`config.mk`:
```
export PLATFORM = sky130hd
export DESIGN_NAME = regfile_scoreboard
export DESIGN_NICKNAME = d
export VERILOG_FILES = /design/src/rtl/regfile_scoreboard.sv
export SDC_FILE = /design/constraint.sdc
export NUM_CORES = 2
export LEC_CHECK = 0
export CAP_MARGIN = 20
export CORE_MARGIN = 1.5
export CORE_UTILIZATION = 65
export CTS_BUF_LIST = sky130_fd_sc_hd__clkbuf_4
export DETAILED_ROUTE_END_ITERATION = 6
export PLACE_DENSITY = 0.83
export SLEW_MARGIN = 5
export SYNTH_ARGS = -nofsm -noshare
export SYNTH_HDL_FRONTEND = slang
export SYNTH_SLANG_ARGS = --single-unit
export TNS_END_PERCENT = 1
```
`constraint.sdc`:
```
create_clock -name clk -period 4.4 [get_ports clk]
set_clock_uncertainty 0.1 [all_clocks]
set_input_delay 1.1 -clock clk [delete_from_list [all_inputs] [get_ports clk]]
set_output_delay 1.1 -clock clk [all_outputs]
set_load 0.02 [all_outputs]
```
`src/rtl/regfile_scoreboard.sv`:
```
// Integer register file with bypassed read ports and a per-register pending-write
// scoreboard. Issue reserves a destination register and writeback retires it.
module regfile_scoreboard #(
    parameter int XLEN   = 32,
    parameter int PEND_W = 2
) (
    input  logic            clk,
    input  logic            reset_n,
    input  logic [4:0]      rs1_addr,
    input  logic [4:0]      rs2_addr,
    output logic [XLEN-1:0] rs1_data,
    output logic [XLEN-1:0] rs2_data,
    output logic            rs1_busy,
    output logic            rs2_busy,
    input  logic            issue_valid,
    input  logic [4:0]      issue_rd,
    output logic            issue_ready,
    input  logic            rd_wr_en,
    input  logic [4:0]      reg_wr_addr,
    input  logic [XLEN-1:0] reg_wr_data,
    output logic            wb_underflow
);

    localparam logic [PEND_W-1:0] PEND_MAX = '1;

    logic [XLEN-1:0]   regs [0:31];
    logic [PEND_W-1:0] pend [0:31];

    logic       issue_fire;
    logic       retire_ok;
    logic       wr_live;
    logic [PEND_W-1:0] rs1_left;
    logic [PEND_W-1:0] rs2_left;

    // A same-cycle retire is deliberately ignored here so issue never depends on writeback.
    assign issue_ready = (issue_rd == 5'd0) || (pend[issue_rd] != PEND_MAX);
    assign issue_fire  = issue_valid && issue_ready && (issue_rd != 5'd0);
    assign wr_live     = rd_wr_en && (reg_wr_addr != 5'd0);
    assign retire_ok   = wr_live && (pend[reg_wr_addr] != '0);

    always_comb begin
        rs1_data = regs[rs1_addr];
        rs2_data = regs[rs2_addr];
        if (wr_live && reg_wr_addr == rs1_addr) rs1_data = reg_wr_data;
        if (wr_live && reg_wr_addr == rs2_addr) rs2_data = reg_wr_data;
        if (rs1_addr == 5'd0) rs1_data = '0;
        if (rs2_addr == 5'd0) rs2_data = '0;
    end

    // Busy reflects pending writes left after any retire happening this cycle.
    always_comb begin
        rs1_left = pend[rs1_addr];
        rs2_left = pend[rs2_addr];
        if (retire_ok && reg_wr_addr == rs1_addr) rs1_left = rs1_left - 1'b1;
        if (retire_ok && reg_wr_addr == rs2_addr) rs2_left = rs2_left - 1'b1;
        rs1_busy = (rs1_addr != 5'd0) && (rs1_left != '0);
        rs2_busy = (rs2_addr != 5'd0) && (rs2_left != '0);
    end

    always_ff @(posedge clk or negedge reset_n) begin
        if (!reset_n) begin
            for (int i = 0; i < 32; i++) begin
                regs[i] <= '0;
            end
        end else if (wr_live) begin
            regs[reg_wr_addr] <= reg_wr_data;
        end
    end

    always_ff @(posedge clk or negedge reset_n) begin
        if (!reset_n) begin
            for (int i = 0; i < 32; i++) begin
                pend[i] <= '0;
            end
        end else begin
            for (int r = 1; r < 32; r++) begin
                if (issue_fire && issue_rd == 5'(r)) begin
                    if (!(retire_ok && reg_wr_addr == 5'(r))) pend[r] <= pend[r] + 1'b1;
                end else if (retire_ok && reg_wr_addr == 5'(r)) begin
                    pend[r] <= pend[r] - 1'b1;
                end
            end
        end
    end

    // Sticky until reset: a retire that had no matching reservation.
    always_ff @(posedge clk or negedge reset_n) begin
        if (!reset_n) begin
            wb_underflow <= 1'b0;
        end else if (wr_live && pend[reg_wr_addr] == '0) begin
            wb_underflow <= 1'b1;
        end
    end

endmodule

```
Word level (Yosys, flattened, before mapping) --
Index checks and enable logic that the tools add are counted.
Word-level totals: input bits 56, register bits 1087, output and inout port bits 68, logic and storage cells 501
Operators by class: reductions and logical operators 148, equality and inequality tests 96, multiplexer cells 120, bitwise operators 4, $add $sub $neg 64, order comparisons 5
Operators by type and width (count):
- 1024-bit bitwise mux | 1
- 32-bit binary-select mux with 5-bit select | 2
- 32-bit 2-to-1 mux | 9
- 2-bit 2-to-1 mux | 103
- 32-bit demux with 5-bit select | 1
- 5-bit equality test, second input constant | 32
- 5-bit by 4-bit equality test with 1-bit output, second input constant | 16
- 1-bit logical AND | 74
- 2-bit nonzero test | 34
- 2-bit by 1-bit subtractor with 2-bit output, second input constant | 33
- 2-bit != test, second input constant | 32
- 2-bit by 1-bit adder with 2-bit output, second input constant | 31
- 2-bit AND reduction | 31
- 2-bit binary-select mux with 5-bit select | 4
- 5-bit by 3-bit equality test with 1-bit output, second input constant | 8
- 6-bit >= comparator, second input constant | 4
- 5-bit NOT with 6-bit output | 4
- 5-bit by 2-bit equality test with 1-bit output, second input constant | 4
- 5-bit nonzero test | 4
- 5-bit logical NOT | 3
- 5-bit by 1-bit equality test with 1-bit output, second input constant | 2
- 5-bit equality test | 2
- 6-bit by 1-bit < comparator with 1-bit output, second input constant | 1
- 2-bit logical NOT | 1
- 1-bit logical OR | 1

Logic depth before layout (Yosys ltp) --
depth after elaboration 11, gate-level depth with buffers 11

Least setup slack after synthesis --
No wires, ideal clock.
kind input-to-output, start point in rs1_addr[0], end point out rs1_data[0], data required time 3.200 ns, path slack -0.116 ns, stages on the path 10, arrival time 3.316 ns, path through buf_2 -> buf_2 -> buf_2 -> buf_2 -> xor2_1 -> nor3_1 -> nand4_1 -> buf_4 -> clkbuf_1 -> a211oi_1
On the way: cells in the longest elaborated chain, start to end 6, elaborated cells between the ends (all ways) 9, classes of those cells eq/ne: 1; mux: 5; bitwise: 1; reduce/logical: 2
RTL lines:
- start: declaration | line 9 | input logic [4:0] rs1_addr,
- 5-bit NOT with 6-bit output (implied by the code) | line 42 | rs1_data = regs[rs1_addr];
- 32-bit binary-select mux with 5-bit select | line 42
- 32-bit 2-to-1 mux (implied by the code) (2 in series) | line 42
- 32-bit 2-to-1 mux | line 44 | if (wr_live && reg_wr_addr == rs1_addr) rs1_data = reg_wr_data;
- 32-bit 2-to-1 mux (*) | line 46 | if (rs1_addr == 5'd0) rs1_data = '0;
- end: declaration | line 11 | output logic [XLEN-1:0] rs1_data,
Every way passes the cells marked *; elsewhere a longest branch is shown, timed or not. The select of a mux whose other input is x is not followed.

Final worst setup path --
start point reg pend[24] (netlist name), end point out rs2_busy
On the way: cells in the longest elaborated chain, start to end 9, elaborated cells between the ends (all ways) 13, classes of those cells add/sub: 1; mux: 7; reduce/logical: 5
RTL lines:
- start: declaration | line 27 | logic [PEND_W-1:0] pend [0:31];
- start signal: indexed assignment | line 78 | if (!(retire_ok && reg_wr_addr == 5'(r))) pend[r] <= pend[r] + 1'b1;
- start signal: indexed assignment | line 80 | pend[r] <= pend[r] - 1'b1;
- branches (longest 6 deep; another with 2-bit by 1-bit subtractor with 2-bit output)
- 2-bit 2-to-1 mux (*) | line 55 | if (retire_ok && reg_wr_addr == rs2_addr) rs2_left = rs2_left - 1'b1;
- 2-bit nonzero test (*) | line 57 | rs2_busy = (rs2_addr != 5'd0) && (rs2_left != '0);
- 1-bit logical AND (*) | line 57
- end: declaration | line 14 | output logic rs2_busy,
Mark *: on every way between the ends. The select of a mux whose other input is x is not followed.

==> impl_metrics.json <==
{
  "outcome": "complete, but fails checks",
  "violations": "negative setup slack",
  "setup_ws_ns": -0.09215,
  "cts.path.max_buffers": 4,
  "arrival_ns": 3.29,
  "cts_tree": "built",
  "crit-reg2reg-launch": "pend[4]",
  "num_vias": 42390,
  "wl_per_cell_microns": 31.51,
  "p_clk_share_pct": 29.4,
  "synth_top_area_share_pct": 45.19,
  "ioPinCount": 124,
  "die-area_sq_um": 94440,
  "portBuffers": 123,
  "cpMostUsedCell": "buf_4",
  "hp-class": "reg -> reg",
  "ys_seq_area_share_pct": 45.19,
  "die_y_microns": 307.3,
  "regArea_sq_um": 27220,
  "swShare_pct": 29.57,
  "yosys.area.top_type": "dfrtp_1",
  "p_comb_share_pct": 25.2,
  "cpPeakStageDelay_ns": 0.49,
  "gp_congestion": 0.9363,
  "netSwitchingPower_w": 0.008900,
  "synth-seq-cells": 1087,
  "cp_num_cells": 7,
  "dieWidth_microns": 307.3,
  "ant_nets": 0,
  "worstRegToRegCells": 21,
  "cp-start-kind": "flip-flop",
  "cp.buffers_inverters": 3,
  "yosys.cell_types.count": 59,
  "synth_area_sq_um": 60190,
  "cp-endpoint": "rs2_busy",
  "grt-ovfl-total": 0,
  "maxCapViolations": 0,
  "core_area_sq_um": 91660,
  "reg2reg_setup_slack_ns": 0.26,
  "cts-buffers-inserted": 303,
  "drive_gt1_share_pct": 59.33,
  "synthArstFlopShare_pct": 100.0,
  "grt_usage_pct": 39.80,
  "drtIter0Drc": 5627,
  "postSynthAreaPerCell_sq_um": 15.06,
  "yosysWarnings": 2,
  "wirelength_microns": 184000,
  "crit_slowest_cell": "mux4_2",
  "post-route-util_pct": 76.93,
  "clk_pin_slew_ns": 0.06,
  "fill_cells": 5091,
  "core.rowCount": 111,
  "setup_viol": 22,
  "cts_root_buf": "clkbuf_4",
  "hold_viol_final": 0,
  "grt_pass1_wl_microns": 276000,
  "insertion_delay_ns": 1.19,
  "multiInputGateArea_sq_um": 31580,
  "p_int_w": 0.02120,
  "reg2reg_to": "pend[7]",
  "worst_pin_slew_ns": 1.006,
  "dp_hpwl_microns": 110600,
  "drtPass1Iterations": 6,
  "crit_start": "pend[24]",
  "critPathTopFamily": "multiplexers",
  "fin_crit_sh_pct": 102.1,
  "whs_ns": 0.2939,
  "nets": 4530,
  "yosysMostFrequentCell": "dfrtp_1",
  "antenna_found_initial": 7,
  "ir_drop_mv": 0.2957,
  "end_kind": "output pin",
  "rsz0062_at_grt": "true",
  "cts.sinks": 1087,
  "htree_num_levels": 5,
  "area_growth_pct": 17.15,
  "slew_headroom_pct": 32.94,
  "path_cells": "buf_4 -> mux4_2 -> mux4_2 -> mux2i_1 -> o21ai_1 -> buf_4 -> buf_4",
  "synth-edff-count": 0,
  "crit_fanout": 3,
  "power_frac_seq_pct": 45.4,
  "grt_pass1_vias": 43660,
  "min_period_ns": 4.492,
  "p_leak_nw": 30.74,
  "slew_viol_final": 0,
  "netlist_instances": 3998,
  "required_ns": 3.20,
  "grt_max_degree": 121,
  "drc_errors": 0,
  "synthFlopType": "dfrtp_1",
  "crit_type": "reg -> out",
  "via_per_inst": 7.260,
  "syn_nets": 4054,
  "fmax_mhz": 222.6,
  "synth_area_leaders": "dfrtp_1 (45%), mux4_2 (25%), mux2_2 (18%)",
  "netlist_top_cells_count": "dfrtp_1 (1087), mux2_2 (964), mux4_2 (661)",
  "start_util_pct": 65.67,
  "power_density_nw_per_um2": 426.9
}
-- kinds of logic after synthesis --
group,synth area share (%)
muxes,44.28
xor gates and xnor gates,1.081
and+or+nand+nor,3.365
buffers and inverters,3.239
DFF,45.19
AOI/OAI and AO/OA,2.842
-- worst min-delay path by stage --
stage          startpoint    endpoint  cells past startpoint
3_5_place_dp   regs[1005]  regs[1005]                      0
5_1_grt        regs[1001]  regs[1001]                      0
6_report       regs[1011]  regs[1011]                      0
2_1_floorplan  regs[1000]  regs[1000]                      1
4_1_cts         regs[993]   regs[993]                      0
3_3_place_gp    regs[995]   regs[995]                      0
-- layout by cell type, fill, tap and decap left out, types with 7 or more instances in the layout --
cell / synthesis / layout
nor2_1: 118 / 100
o21bai_1: 15 / 15
a22o_1: 18 / 18
mux4_2: 661 / 662
a21oi_1: 37 / 32
nor4_1: 7 / 7
mux2i_2: 0 / 18
dfrtp_2: 0 / 13
a21boi_0: 9 / 8
nand2_1: 171 / 158
nor3_2: 2 / 7
xnor2_1: 46 / 46
buf_16: 0 / 16
buf_12: 0 / 112
nor2b_1: 35 / 34
clkbuf_4: 0 / 423
a211oi_2: 0 / 27
and2_1: 9 / 9
o21ai_0: 19 / 18
mux2_2: 964 / 964
nor2_4: 1 / 18
a211oi_1: 108 / 81
nor3_1: 22 / 17
nand3_1: 17 / 16
buf_2: 121 / 43
buf_4: 7 / 358
inv_1: 16 / 16
mux2i_1: 86 / 66
xor2_1: 23 / 23
nand2_4: 0 / 12
clkdlybuf4s50_1: 0 / 39
nand4_1: 9 / 9
buf_6: 4 / 24
clkinv_1: 0 / 43
dfrtp_1: 1087 / 1074
-- final cells by class --
class	count	share of cell area, %
inverter	17	0.09049
multi-input combinational	2447	44.78
clock inverter	55	0.4524
antenna	6	0.02129
timing repair buffer	618	9.455
clock buffer	423	4.503
tap	1186	2.104
sequential	1087	38.60
-- power groups by stage --
stage	registers [W]	clock network, W	logic (W)
final	0.0137	0.00885	0.00757
after floorplan	0.0131	0	0.00528
after detailed placement	0.0137	0	0.00725
after CTS	0.0135	0.00894	0.00744
after global placement	0.0135	0	0.00702
after global routing	0.0139	0.00949	0.00799
-- routing by layer --
metal	global-route usage, %	vias to the layer above	routed length (microns)
met5	0	-	21
met4	22.52	4	11230
met3	10.14	771	21400
met2	60.86	3074	86580
met1	52.62	21990	64770
li1	-	16560	-
-- repair_timing --
item,CTS,global route
setup endpoints to repair,67,67
hold endpoints to repair,43,0
pin swaps,11,18
setup buffers,39,11
gates resized for setup,388,62
hold buffers,1,0
gates cloned,9,2
-- per-stage QoR --
step	TNS, ns	setup WS [ns]	instance area, sq um	cells	total power [W]
2_1_floorplan	-5.021	-0.1156	60190	3998	0.01835
3_3_place_gp	-36.09	-0.7259	66050	5293	0.02052
3_5_place_dp	-36.94	-0.7473	66050	5293	0.02096
4_1_cts	-1.990	-0.1572	70220	5820	0.02990
5_1_grt	-2.732	-0.1782	70520	5839	0.03133
6_report	-0.8945	-0.09215	70520	5839	0.03010
-- state kept, by name (all words and copies together), names as in the netlist --
signal        flops
regs           1024
pend             62
wb_underflow      1
-- worst register-to-register path, delay by kind of cell, from the launching register on --
family                 cells  cell delay, ns
multiplexers               1            0.48
buffers and inverters     15            1.46
AO/OA/AOI/OAI              4            1.02
AND/OR/NAND/NOR            1            0.54
flip-flops                 1            0.47
(Power assumes the default switching activity.)
